File: src/rtl/if_branch_stash.sv
// In-flight conditional branch stash between IF and EX: trains the BHT and issues mispredict redirects.
// Optional performance counters are enabled by defining IF_BRANCH_STASH_PERF_EN.
module if_branch_stash #(
  parameter int unsigned DEPTH = 4
) (
  input  logic        clk,
  input  logic        reset,
  input  logic        IF_branch_valid,
  input  logic [31:0] IF_pc,
  input  logic [31:0] IF_target,
  input  logic        IF_prediction_take,
  input  logic        EX_resolve,
  input  logic        EX_take,
  output logic        pc_jmp_feedback,
  output logic        pc_jmp_take,
  output logic [31:0] pc_stash_base,
  output logic        redirect,
  output logic [31:0] redirect_pc,
  output logic        stash_full,
  output logic        stash_empty
`ifdef IF_BRANCH_STASH_PERF_EN
  ,
  output logic [31:0] perf_resolved,
  output logic [31:0] perf_mispredict
`endif
);

  localparam int unsigned PTR_W = (DEPTH > 1) ? $clog2(DEPTH) : 1;
  localparam int unsigned CNT_W = PTR_W + 1;
  localparam logic [CNT_W-1:0] DEPTH_C = CNT_W'(DEPTH);

  logic [31:0]      pc_mem  [DEPTH];
  logic [31:0]      tgt_mem [DEPTH];
  logic [DEPTH-1:0] pred_mem;

  logic [PTR_W-1:0] head;
  logic [PTR_W-1:0] tail;
  logic [CNT_W-1:0] count;

  logic        pop;
  logic        mispredict;
  logic        push_ok;
  logic [31:0] head_pc;
  logic [31:0] head_tgt;
  logic        head_pred;

  always_comb begin
    head_pc    = pc_mem[head];
    head_tgt   = tgt_mem[head];
    head_pred  = pred_mem[head];
    pop        = EX_resolve && (count != '0);
    mispredict = pop && (EX_take != head_pred);
    // A correct pop frees a slot this cycle, so a push is accepted even when full;
    // a mispredict flushes everything younger, including this cycle's push.
    push_ok    = IF_branch_valid && !mispredict && ((count < DEPTH_C) || pop);
  end

  assign stash_full  = (count == DEPTH_C);
  assign stash_empty = (count == '0);

  // Entry storage is not reset; validity is tracked solely by count.
  always_ff @(posedge clk) begin
    if (!reset && push_ok) begin
      pc_mem[tail]   <= IF_pc;
      tgt_mem[tail]  <= IF_target;
      pred_mem[tail] <= IF_prediction_take;
    end
  end

  always_ff @(posedge clk) begin
    if (reset) begin
      head            <= '0;
      tail            <= '0;
      count           <= '0;
      pc_jmp_feedback <= 1'b0;
      pc_jmp_take     <= 1'b0;
      pc_stash_base   <= '0;
      redirect        <= 1'b0;
      redirect_pc     <= '0;
    end else begin
      pc_jmp_feedback <= pop;
      redirect        <= mispredict;
      if (pop) begin
        pc_jmp_take   <= EX_take;
        pc_stash_base <= head_pc;
      end
      if (mispredict) begin
        redirect_pc <= EX_take ? head_tgt : head_pc + 32'd4;
        head        <= tail;
        count       <= '0;
      end else begin
        if (pop)
          head <= head + PTR_W'(1);
        if (push_ok)
          tail <= tail + PTR_W'(1);
        case ({push_ok, pop})
          2'b10:   count <= count + CNT_W'(1);
          2'b01:   count <= count - CNT_W'(1);
          default: count <= count;
        endcase
      end
    end
  end

`ifdef IF_BRANCH_STASH_PERF_EN
  always_ff @(posedge clk) begin
    if (reset) begin
      perf_resolved   <= '0;
      perf_mispredict <= '0;
    end else begin
      if (pop)
        perf_resolved <= perf_resolved + 32'd1;
      if (mispredict)
        perf_mispredict <= perf_mispredict + 32'd1;
    end
  end
`endif

endmodule

File: config.mk
export PLATFORM = sky130hd
export DESIGN_NAME = if_branch_stash
export DESIGN_NICKNAME = d
export VERILOG_FILES = /design/src/rtl/if_branch_stash.sv
export SDC_FILE = /design/constraint.sdc
export NUM_CORES = 1
export LEC_CHECK = 0
export CORE_ASPECT_RATIO = 1.4
export CORE_UTILIZATION = 56
export DETAILED_ROUTE_END_ITERATION = 8
export PLACE_DENSITY = 0.81
export SLEW_MARGIN = 20
export SYNTH_ARGS = -nofsm -noshare
export SYNTH_HDL_FRONTEND = slang
export SYNTH_SLANG_ARGS = --single-unit
File: constraint.sdc
create_clock -name clk -period 4.5 [get_ports clk]
set_input_delay 0.9 -clock clk [delete_from_list [all_inputs] [get_ports clk]]
set_output_delay 0.9 -clock clk [all_outputs]
set_load 0.02 [all_outputs]
Word level (Yosys, flattened, before mapping)
Memories as Yosys holds them, arrays and structs flattened. A register that Yosys moved wholly into a read port is not among the register bits.
Cells that the tools add are included.
W data, S select, Z words.
{"block": "totals", "ff_bits": 78, "ramBits": 256, "input_bits": 70, "out_inout_bits": 69, "word_cells": 55, "n_memories": 2}
{"name": "pc_mem", "words": 4, "width": 32, "rd": 1, "rd_clocked_by_memory_dff": 1, "wr": 1, "line": "32", "rtl": "logic [31:0] pc_mem [DEPTH];"}
{"name": "tgt_mem", "words": 4, "width": 32, "rd": 1, "rd_clocked_by_memory_dff": 1, "wr": 1, "line": "33", "rtl": "logic [31:0] tgt_mem [DEPTH];"}
{"block": "op_classes", "add_sub_neg": 5, "n_lt_le_gt_ge": 4, "eq_ne": 4, "muxes": 15, "bitwise": 1, "reduce_logical": 15}
{"op": "$add A32 B3 Y32 const B", "count": 1}
{"op": "$mux W32", "count": 1}
{"op": "$mux W2", "count": 6}
{"op": "$logic_and A1 B1 Y1", "count": 6}
{"op": "$lt A2 B3 Y1 const B", "count": 2}
{"op": "$pmux W3 S2", "count": 1}
{"op": "$add A2 B1 Y2 const B", "count": 2}
{"op": "$bwmux W4", "count": 1}
{"op": "$mux W1", "count": 4}
{"op": "$reduce_bool A2 Y1", "count": 2}
{"op": "$add A3 B1 Y3 const B", "count": 1}
{"op": "$eq A3 B3 Y1 const B", "count": 1}
{"op": "$logic_not A3 Y1", "count": 1}
{"op": "$lt A3 B3 Y1 const B", "count": 1}
{"op": "$reduce_bool A3 Y1", "count": 1}
{"op": "$sub A3 B1 Y3 const B", "count": 1}
{"op": "$bmux W1 S2", "count": 1}
{"op": "$demux W1 S2", "count": 1}
{"op": "$eq A2 B1 Y1 const B", "count": 1}
{"op": "$eq A2 B2 Y1 const B", "count": 1}
{"op": "$ge A2 B1 Y1 const B", "count": 1}
{"op": "$logic_not A1 Y1", "count": 2}
{"op": "$reduce_and A2 Y1", "count": 1}
{"op": "$reduce_or A2 Y1", "count": 1}
{"op": "other kinds (3)", "count": 3}

Depth between registers and ports, before layout
Gate-level depths: netlist of run 1.
{"block": "logic_depth", "word_depth": 10, "depth_mapped": 13, "ltp_nobuf": 11}

Worst setup path before layout of run 1
OpenSTA, ideal clock, no wires.
{"block": "synth_path", "path_type": "in2reg", "from": "input port EX_take", "to": "memory pc_mem[1][0], enable pin", "setup_time_ns": 0.430, "t_arrival_ns": 3.336, "required_time_ns": 4.070, "path_slack_ns": 0.734, "cell_stages": 5, "path_buffers": 1, "path_cell_list": "clkbuf_1 -> xnor2_1 -> nor2_1 -> nor3_1 -> and2_1"}
{"block": "synth_via", "elab_chain_len": 8}
{"element": "start: declaration", "line": "13", "rtl": "input logic EX_take,"}
{"element": "$ne A1 B1 Y1", "line": "52", "rtl": "mispredict = pop && (EX_take != head_pred);"}
{"element": "$logic_and A1 B1 Y1", "line": "52"}
{"element": "$logic_not A1 Y1", "line": "55", "rtl": "push_ok = IF_branch_valid && !mispredict && ((count < DEPTH_C) || pop);"}
{"element": "$logic_and A1 B1 Y1 (2 in a row)", "line": "55"}
{"element": "$logic_and A1 B1 Y1", "line": "63", "rtl": "if (!reset && push_ok) begin"}
{"element": "$mux W1", "line": "63"}
{"element": "$mux W1 (not written as such)", "line": "64", "rtl": "pc_mem[tail] <= IF_pc;"}
{"element": "end: declaration", "line": "32"}
No other way between the ends.

Worst setup path after layout of run 1
{"block": "layout_path", "from": "register head[0]", "to": "register count[2]"}
{"block": "layout_via", "elab_chain_len": 9, "elab_cells_between_ends": 12, "classes_between": "eq/ne (3); mux (3); reduce/logical (6)"}
{"element": "start: declaration", "line": "36", "rtl": "logic [PTR_W-1:0] head;"}
{"element": "start signal: assignment", "line": "89", "rtl": "head <= tail;"}
{"element": "start signal: assignment", "line": "93", "rtl": "head <= head + PTR_W'(1);"}
{"element": "$bmux W1 S2 *", "line": "50", "rtl": "head_pred = pred_mem[head];"}
{"element": "$mux W1 (not written as such) *", "line": "50"}
{"element": "$ne A1 B1 Y1 *", "line": "52"}
{"element": "$logic_and A1 B1 Y1 *", "line": "52"}
{"element": "$logic_not A1 Y1", "line": "55"}
{"element": "$logic_and A1 B1 Y1 (2 in a row)", "line": "55"}
{"element": "$eq A2 B1 Y1 / $eq A2 B2 Y1 (equally long branches)", "line": "96", "rtl": "case ({push_ok, pop})"}
{"element": "$pmux W3 S2 / $reduce_bool A2 Y1 (equally long branches)"}
{"element": "end signal: assignment", "line": "97", "rtl": "2'b10: count <= count + CNT_W'(1);"}
{"element": "end signal: assignment", "line": "98", "rtl": "2'b01: count <= count - CNT_W'(1);"}
{"element": "end signal: assignment", "line": "99", "rtl": "default: count <= count;"}
{"element": "end: declaration", "line": "38", "rtl": "logic [CNT_W-1:0] count;"}
Every way passes the cells marked *; elsewhere a longest branch is shown, timed or not. The select of a mux whose other input is x is not followed.
A chain may end at the register's enable or synchronous reset.

==> results_tabular.tex, run 1 <==
\begin{tabular}{lr}
\hline
Metric & Value \\
\hline
\multicolumn{2}{l}{\textbf{Timing}} \\
Hold Worst Slack & 459.1 ps \\
Final worst path period share & 0.6825 \\
RSZ-0062 raised after global routing & false \\
Worst Clk Skew & 29.58 ps \\
Transition time at the pin with the least slew margin & 830.4 ps \\
Max Transition Viols Final & 0 \\
Minimum period implied by the final worst setup slack & around 3100 ps \\
Total Neg Setup Slack & 0 ps \\
Worst slew margin & 0.4448 \\
Finish-stage setup viols & 0 \\
Fmax & 325.6 MHz \\
Setup slack of the critical path after layout & 1429 ps \\
Final Hold Viols & 0 \\
\multicolumn{2}{l}{\textbf{Hold path}} \\
End of the worst hold path & pc\_stash\_base[7]\$\_SDFFE\_PP0P\_ \\
Worst min-delay path class & reg -> reg \\
Hold path depth & 2 \\
Worst hold path startpoint & pc\_stash\_base[7]\$\_SDFFE\_PP0P\_ \\
\multicolumn{2}{l}{\textbf{Pwr}} \\
Pwr/cell area & 533.9 nW/um\^{}2 \\
Final Total Pwr & roughly 8.6 mW \\
Worst-case vdd ir drop & 0.3732 mV \\
Static power due to leakage & slightly above 5 nW \\
\multicolumn{2}{l}{\textbf{Die}} \\
Die Height & 184.9 um \\
Count of boundary I/O pins & 139 \\
Die Area & 24520 um\^{}2 \\
Effective utilization at floorplan & 0.5725 \\
Row count & 66 \\
Core Footprint & 23370 um\^{}2 \\
Die W & 132.6 um \\
\multicolumn{2}{l}{\textbf{Clock network}} \\
Clock tree from TritonCTS & built \\
Number of gates resized after CTS & 0 \\
Number of buffers on the longest clock path & 3 \\
Number of buffers added for setup after CTS & 0 \\
Number of buffers created by CTS & 30 \\
Total clock sinks & 336 \\
CTS Root Cell & sky130\_fd\_sc\_hd\_\_clkbuf\_16 \\
Worst-skew pair later-pin latency & 570 ps \\
CTS H-tree lvls & 1 \\
Post-CTS Hold Buffers & 0 \\
Clock transition at the registers of the reported paths & $\sim$70 ps \\
\multicolumn{2}{l}{\textbf{Routing}} \\
Number of vias after detailed routing & $\sim$8000 \\
Detailed-routing iteration count for the pre-antenna-repair pass & 5 \\
Iter 0 DRT Violations & 822 \\
Final antenna-violating net count & 0 \\
DRC violation count after routing & 0 \\
Routed via count divided by cell count & 6.190 \\
Total length of routed wires & 30420 um \\
Average wire per standard cell & around 23 um \\
\multicolumn{2}{l}{\textbf{Yosys}} \\
Seq/Total Area, Yosys & 0.6972 \\
Post-synthesis net count & 935 \\
Share of synthesized registers carrying an async set or reset & 0 \\
Post-synth top flop & sky130\_fd\_sc\_hd\_\_edfxtp\_1 \\
Number of enable flip-flop cells after synthesis & 260 \\
Area of the mapped netlist & $\sim$13000 um\^{}2 \\
Avg Inst Size Synth & 15.59 um\^{}2 \\
Unique cell type count in the Yosys netlist & 63 \\
Number of instances in the synthesized netlist & 858 \\
Warning count from the yosys run & 0 \\
Number of synthesized register bits & 336 \\
\multicolumn{2}{l}{\textbf{Place}} \\
Port bufs & 138 \\
RePlAce Congestion & 0.8567 \\
Post-detailed-placement cell area & 15070 um\^{}2 \\
DPL Wire Length & roughly 20000 um \\
Worst slack at placement & 957.7 ps \\
Placed Cells & about 1300 \\
\multicolumn{2}{l}{\textbf{Setup path}} \\
Top fanout value on the critical path & 17 \\
Kind of end point of the critical path & flop \\
Critical path type & reg -> reg \\
Critical R2R Launch & head[0]\$\_SDFFE\_PP0N\_ \\
Critical path startpoint category & flop \\
Critical path arrival & 3500 ps \\
Ordered cell list for the critical path & mux4\_2 > xnor2\_1 > buf\_4 > a21oi\_1 > inv\_1 > ha\_1 > inv\_1 > fa\_1 > xor2\_1 > nor2\_1 > xnor2\_1 > nor3\_1 \\
FF-to-FF setup slack & around 1400 ps \\
Largest stage delay on the critical path & slightly above 700 ps \\
Reg-to-reg endpoint & count[2]\$\_SDFFE\_PP0P\_ \\
Worst r2r path cells & 12 \\
Critical Path RT & 4930 ps \\
Crit-path slowest cell & sky130\_fd\_sc\_hd\_\_mux4\_2 \\
\multicolumn{2}{l}{\textbf{Global routing}} \\
Antenna violations before repair & 1 \\
Largest net degree at the start of global routing & 68 \\
Overall overflow remaining after global route & 0 \\
Wire length of the first global-routing pass & 46470 um \\
Via count of the first global-routing pass & 8150 \\
Global routing usage summed across all routing layers & 0.2533 \\
\multicolumn{2}{l}{\textbf{Run status}} \\
Outcome & finished clean \\
\multicolumn{2}{l}{\textbf{Layout}} \\
Layout Utilization & 0.6875 \\
Fin nets & approximately 1100 \\
Final instance area & around 16000 um\^{}2 \\
Synth-to-layout area growth & 20.08\% \\
Fraction of layout cells with a size suffix above 1 & 0.1427 \\
Final-layout fill cell count & 1552 \\
Number of cells in the finished layout apart from fillers & approximately 1300 \\
\multicolumn{2}{l}{\textbf{Flow run}} \\
Total of max-cap violations & 0 \\
\hline
\end{tabular}
critical path, delay by kind of cell, from the launching register on:
family | cells | cell delay (ps)
muxes | 1 | 720
adders and majority gates | 2 | 540
DFF | 1 | 420
and+or+nand+nor | 2 | 200
buffers and inverters | 3 | 380
AOI/OAI and AO/OA | 1 | 150
xor gates and xnor gates | 3 | 520
routing by layer:
layer | GRT usage | vias to the layer above | share of wire
li1 | - | 3632 | -
met1 | 0.3356 | 4122 | 0.39
met2 | 0.4259 | 408 | 0.51
met4 | 0.1122 | 0 | 0.039
met3 | 0.02956 | 71 | 0.067
met5 | 0 | - | 0
kinds of logic (layout without fill, tap and decap cells):
kind of cell | Yosys count | count (layout) | synth area share
simple gates | 232 | 232 | 0.08631
buf+inv | 68 | 233 | 0.02450
xor+xnor | 13 | 13 | 0.008510
other cells | 0 | 1 | 0
flops | 336 | 336 | 0.6972
mux | 68 | 68 | 0.1142
fa+ha+maj | 7 | 7 | 0.007107
compound gates | 134 | 134 | 0.06219
report_power, final:
group	internal, mW	leakage [nW]	switching (mW)
logic	0.897	1.64	1.24
clock network	1.42	0.484	1.11
registers	3.69	2.98	0.221
total	6.01	5.10	2.57
area by class of cell:
class	count	area, um^2	area share
Sequential cell	336	9334	0.5810
Tap cell	306	382.9	0.02383
Antenna cell	1	2.502	0.0001558
Timing Repair Buffer	160	1554	0.09672
Multi-Input combinational cell	454	3737	0.2326
Clock inverter	13	120.1	0.007476
Clock buffer	43	872.1	0.05428
Inverter	17	63.81	0.003972
flip-flops by register name, indices dropped and copies added (netlist names), named ones only:
name,flops
pc_stash_base,32
pc_jmp_feedback,1
pc_mem,128
tgt_mem,128
redirect,1
tail,2
redirect_pc,32
head,2
pc_jmp_take,1
pred_mem,4
count,3
cells in the final DEF (no fill, tap or decap), types with 13 or more instances in the layout:
cell and instances:
sky130_fd_sc_hd__nand4_1 13, sky130_fd_sc_hd__clkbuf_16 32, sky130_fd_sc_hd__nor3_1 27, sky130_fd_sc_hd__edfxtp_1 260, sky130_fd_sc_hd__dfxtp_1 74, sky130_fd_sc_hd__nor2_1 26, sky130_fd_sc_hd__clkdlybuf4s50_1 137, sky130_fd_sc_hd__nand2_1 101
sky130_fd_sc_hd__inv_1 16, sky130_fd_sc_hd__o21ai_0 18, sky130_fd_sc_hd__mux4_2 56, sky130_fd_sc_hd__a21oi_1 58, sky130_fd_sc_hd__buf_4 21
worst max path at each step:
stage                          from                            to  slack (ps)
6_report       head[0]$_SDFFE_PP0N_         count[2]$_SDFFE_PP0P_        1430
3_5_place_dp             EX_resolve      tgt_mem[0][22]$_DFFE_PP_         960
4_1_cts                        flop  redirect_pc[25]$_SDFFE_PP0P_        1390
5_1_grt                        flop  redirect_pc[25]$_SDFFE_PP0P_        1210
2_1_floorplan               EX_take        pc_mem[1][0]$_DFFE_PP_         730
3_3_place_gp             EX_resolve       pc_mem[0][28]$_DFFE_PP_        1040
synthesized netlist by cell type, drive strengths merged (13+ instances only):
cell,count,share of area
buf,19,0.011
nand4,16,0.0089
nor2,26,0.0073
nand2,102,0.029
edfxtp,260,0.58
a21oi,58,0.022
nor3,28,0.011
dfxtp,76,0.11
mux4,65,0.11
nand3,13,0.0052
inv,16,0.0045
o21ai,18,0.0067
clkbuf,32,0.0090
Note: power is estimated with default switching activity, not from simulation.
==> run 2, diff against run 1 <==
--- a/config.mk
+++ b/config.mk
@@ -6,9 +6,9 @@
 export NUM_CORES = 1
 export LEC_CHECK = 0
 export CORE_ASPECT_RATIO = 1.4
-export CORE_UTILIZATION = 56
+export CORE_UTILIZATION = 51
 export DETAILED_ROUTE_END_ITERATION = 8
-export PLACE_DENSITY = 0.81
+export PLACE_DENSITY = 0.78
 export SLEW_MARGIN = 20
 export SYNTH_ARGS = -nofsm -noshare
 export SYNTH_HDL_FRONTEND = slang
==> constraint.sdc (replaced) <==
create_clock -name clk -period 2.45 [get_ports clk]
set_input_delay 0.49 -clock clk [delete_from_list [all_inputs] [get_ports clk]]
set_output_delay 0.49 -clock clk [all_outputs]
set_load 0.02 [all_outputs]
==> results_tabular.tex, run 2 (synthesis gave the netlist of run 1 again) <==
\begin{tabular}{lr}
\hline
Metric & Value \\
\hline
\multicolumn{2}{l}{\textbf{Layout}} \\
Fraction of layout cells with a size suffix above 1 & 0.2582 (+0.1155) \\
Most frequent cells in the layout & sky130\_fd\_sc\_hd\_\_edfxtp\_1 (260), sky130\_fd\_sc\_hd\_\_clkdlybuf4s50\_1 (137), sky130\_fd\_sc\_hd\_\_nand2\_1 (101), sky130\_fd\_sc\_hd\_\_buf\_4 (94), sky130\_fd\_sc\_hd\_\_dfxtp\_1 (73) \\
Most common cell after layout, fill and taps aside & sky130\_fd\_sc\_hd\_\_edfxtp\_1 \\
Registers with the most flip-flops & pc\_mem: 128 flops, tgt\_mem: 128 flops \\
Total inserted antenna cells & 0 (-1) \\
Fin nets & 1209 (+12\%) \\
Synth-to-layout area growth & 34.33\% \\
\multicolumn{2}{l}{\textbf{Run status}} \\
Outcome & finished, violations left \\
Violations in the final reports & design-rule violations, negative setup slack \\
\multicolumn{2}{l}{\textbf{Die}} \\
Effective utilization at floorplan & 0.5236 (-0.04895) \\
Count of boundary I/O pins & 139 (unchanged) \\
Die Area & 26900 um\^{}2 (+9.7\%) \\
Core Footprint & 25550 um\^{}2 (+9.3\%) \\
Row count & 69 (+4.5\%) \\
Die Height & 193.7 um (+4.7\%) \\
Die W & 138.9 um (+4.7\%) \\
\multicolumn{2}{l}{\textbf{Timing}} \\
Finish-stage setup viols & 223 (+223) \\
Max Transition Viols Final & 0 (unchanged) \\
Total Neg Setup Slack & -9922 ps (-9922 ps) \\
Worst slew margin & 0.6861 (+0.2413) \\
Setup slack of the critical path after layout & -84.78 ps (-1513 ps) \\
Final worst path period share & 1.035 (+0.3521) \\
RSZ-0062 raised after global routing & true \\
Hold Worst Slack & 456.0 ps (-3.106 ps) \\
Final Hold Viols & 0 (unchanged) \\
Fmax & 394.5 MHz (+21\%) \\
Worst Clk Skew & 24.16 ps (-5.417 ps) \\
Transition time at the pin with the least slew margin & 470.9 ps (-359.5 ps) \\
Minimum period implied by the final worst setup slack & 2535 ps (-536.6 ps) \\
\multicolumn{2}{l}{\textbf{Place}} \\
DPL Wire Length & 22480 um (+15\%) \\
RePlAce Congestion & 0.8913 (+4.0\%) \\
Worst slack at placement & -177.2 ps (-1135 ps) \\
Port bufs & 138 (unchanged) \\
\multicolumn{2}{l}{\textbf{Pwr}} \\
Switching Fraction & 0.3017 (+0.001853) \\
Worst-case vdd ir drop & 0.7130 mV (+91\%) \\
Static power due to leakage & 6.005 nW (+18\%) \\
Clk pwr share & 0.291 (-0.003) \\
Sequential cell fraction of total power & 0.409 (-0.047) \\
Internal cell power & 12.15 mW (+100\%) \\
Pwr/cell area & 968.4 nW/um\^{}2 (+81\%) \\
Part of the total power dissipated in combinational logic & 0.300 (+0.050) \\
Sw Pwr & 5.251 mW (+100\%) \\
\multicolumn{2}{l}{\textbf{Setup path}} \\
Top fanout value on the critical path & 13 (-4) \\
Critical path startpoint category & flop \\
Kind of end point of the critical path & flop \\
Critical Path RT & 2660 ps (-2270 ps) \\
Critical path arrival & 2740 ps (-760 ps) \\
Critical path type & reg -> reg \\
\multicolumn{2}{l}{\textbf{Routing}} \\
Iter 0 DRT Violations & 1092 (+33\%) \\
Number of vias after detailed routing & 9074 (+10\%) \\
Average wire per standard cell & 24.79 um (+8.4\%) \\
Final antenna-violating net count & 0 (unchanged) \\
DRC violation count after routing & 8 (+8) \\
Routed via count divided by cell count & 6.144 (-0.75\%) \\
Total length of routed wires & 36620 um (+20\%) \\
Detailed-routing iteration count for the pre-antenna-repair pass & 7 (+2) \\
\multicolumn{2}{l}{\textbf{Clock network}} \\
CTS H-tree lvls & 2 (+1) \\
Clock tree from TritonCTS & built \\
Total clock sinks & 336 (unchanged) \\
Number of buffers on the longest clock path & 3 (unchanged) \\
Clock transition at the registers of the reported paths & 70 ps (about the same) \\
Number of buffers created by CTS & 34 (+13\%) \\
Worst-skew pair later-pin latency & 520 ps (-50 ps) \\
CTS Root Cell & sky130\_fd\_sc\_hd\_\_clkbuf\_16 \\
\multicolumn{2}{l}{\textbf{Global routing}} \\
Overall overflow remaining after global route & 0 (unchanged) \\
Global routing usage summed across all routing layers & 0.2507 (-0.002646) \\
Via count of the first global-routing pass & 8723 (+7.0\%) \\
Antenna violations before repair & 0 (-1) \\
Wire length of the first global-routing pass & 50630 um (+8.9\%) \\
Largest net degree at the start of global routing & 37 (-46\%) \\
\multicolumn{2}{l}{\textbf{Flow run}} \\
Total of max-cap violations & 0 (unchanged) \\
\multicolumn{2}{l}{\textbf{Hold path}} \\
Worst min-delay path class & reg -> reg \\
\hline
\end{tabular}
run 2: cell count changes in the layout (fill, tap and decap cells not counted), sizes merged:
cell    change
bufinv      +1
clkinv      -4
diode       -1
bufbuf      +1
buf       +112
inv         +2
clkbuf     +23
run 2: power by group through the flow:
stage	logic, mW	clock network (mW)	registers (mW)
after floorplan	2.35	0	7.42
after global placement	4.51	0	7.21
final	5.22	5.06	7.13
after global routing	5.47	5.33	7.17
after detailed placement	4.58	0	7.24
after CTS	4.79	5.10	7.11
run 2: layout make-up:
class / count / area (um^2)
clock inverter: 12 / 130.1
clock buffer: 50 / 962.2
timing repair buffer: 289 / 3192
multi-input combinational: 454 / 3891
fill: 1578 / 7581
inverter: 17 / 63.81
sequential: 336 / 9335
tap: 319 / 399.1
run 2: final timing paths:
path | start | depth (start not counted) | end | slack, ps
min | pc_stash_base[6]$_SDFFE_PP0P_ | 2 | pc_stash_base[6]$_SDFFE_PP0P_ | 460
min reg2reg | pc_stash_base[6]$_SDFFE_PP0P_ | 2 | pc_stash_base[6]$_SDFFE_PP0P_ | 460
max | pred_mem[3]$_DFFE_PP_ | 9 | tgt_mem[1][18]$_DFFE_PP_ | -80
max reg2reg | pred_mem[3]$_DFFE_PP_ | 9 | tgt_mem[1][18]$_DFFE_PP_ | -80
run 2: layer usage:
layer,routed length [um],global-route usage
met1,13230,0.3180
met2,19000,0.4327
met3,2763,0.03729
met4,1629,0.1025
met5,0,0
run 2: repair_timing:
action | in CTS | in global routing
buffers inserted | 6 | 14
setup endpoints to repair | 170 | 274
cloned | 2 | 22
gates resized for setup | 25 | 27
hold buffers | 0 | 0
pin swaps | 7 | 10
run 2: stage by stage:
stage	total power, mW	area (um^2)	utilization	instances
floorplan	9.772	13480	-	858
global placement	11.72	15950	0.6240	1373
CTS	17.01	17270	0.6759	1443
global route	17.98	17970	0.7033	1477
finish	17.41	17970	0.7033	1477
detailed placement	11.82	15950	0.6240	1373
run 2: critical path: stages (launching register included):
cell and delay [ps]:
sky130_fd_sc_hd__edfxtp_1 390, sky130_fd_sc_hd__mux4_2 580, sky130_fd_sc_hd__buf_6 170, sky130_fd_sc_hd__xnor2_4 170
sky130_fd_sc_hd__nor2_4 60, sky130_fd_sc_hd__nor3_4 180, sky130_fd_sc_hd__buf_6 140, sky130_fd_sc_hd__and2_4 210
sky130_fd_sc_hd__buf_4 150, sky130_fd_sc_hd__buf_12 140
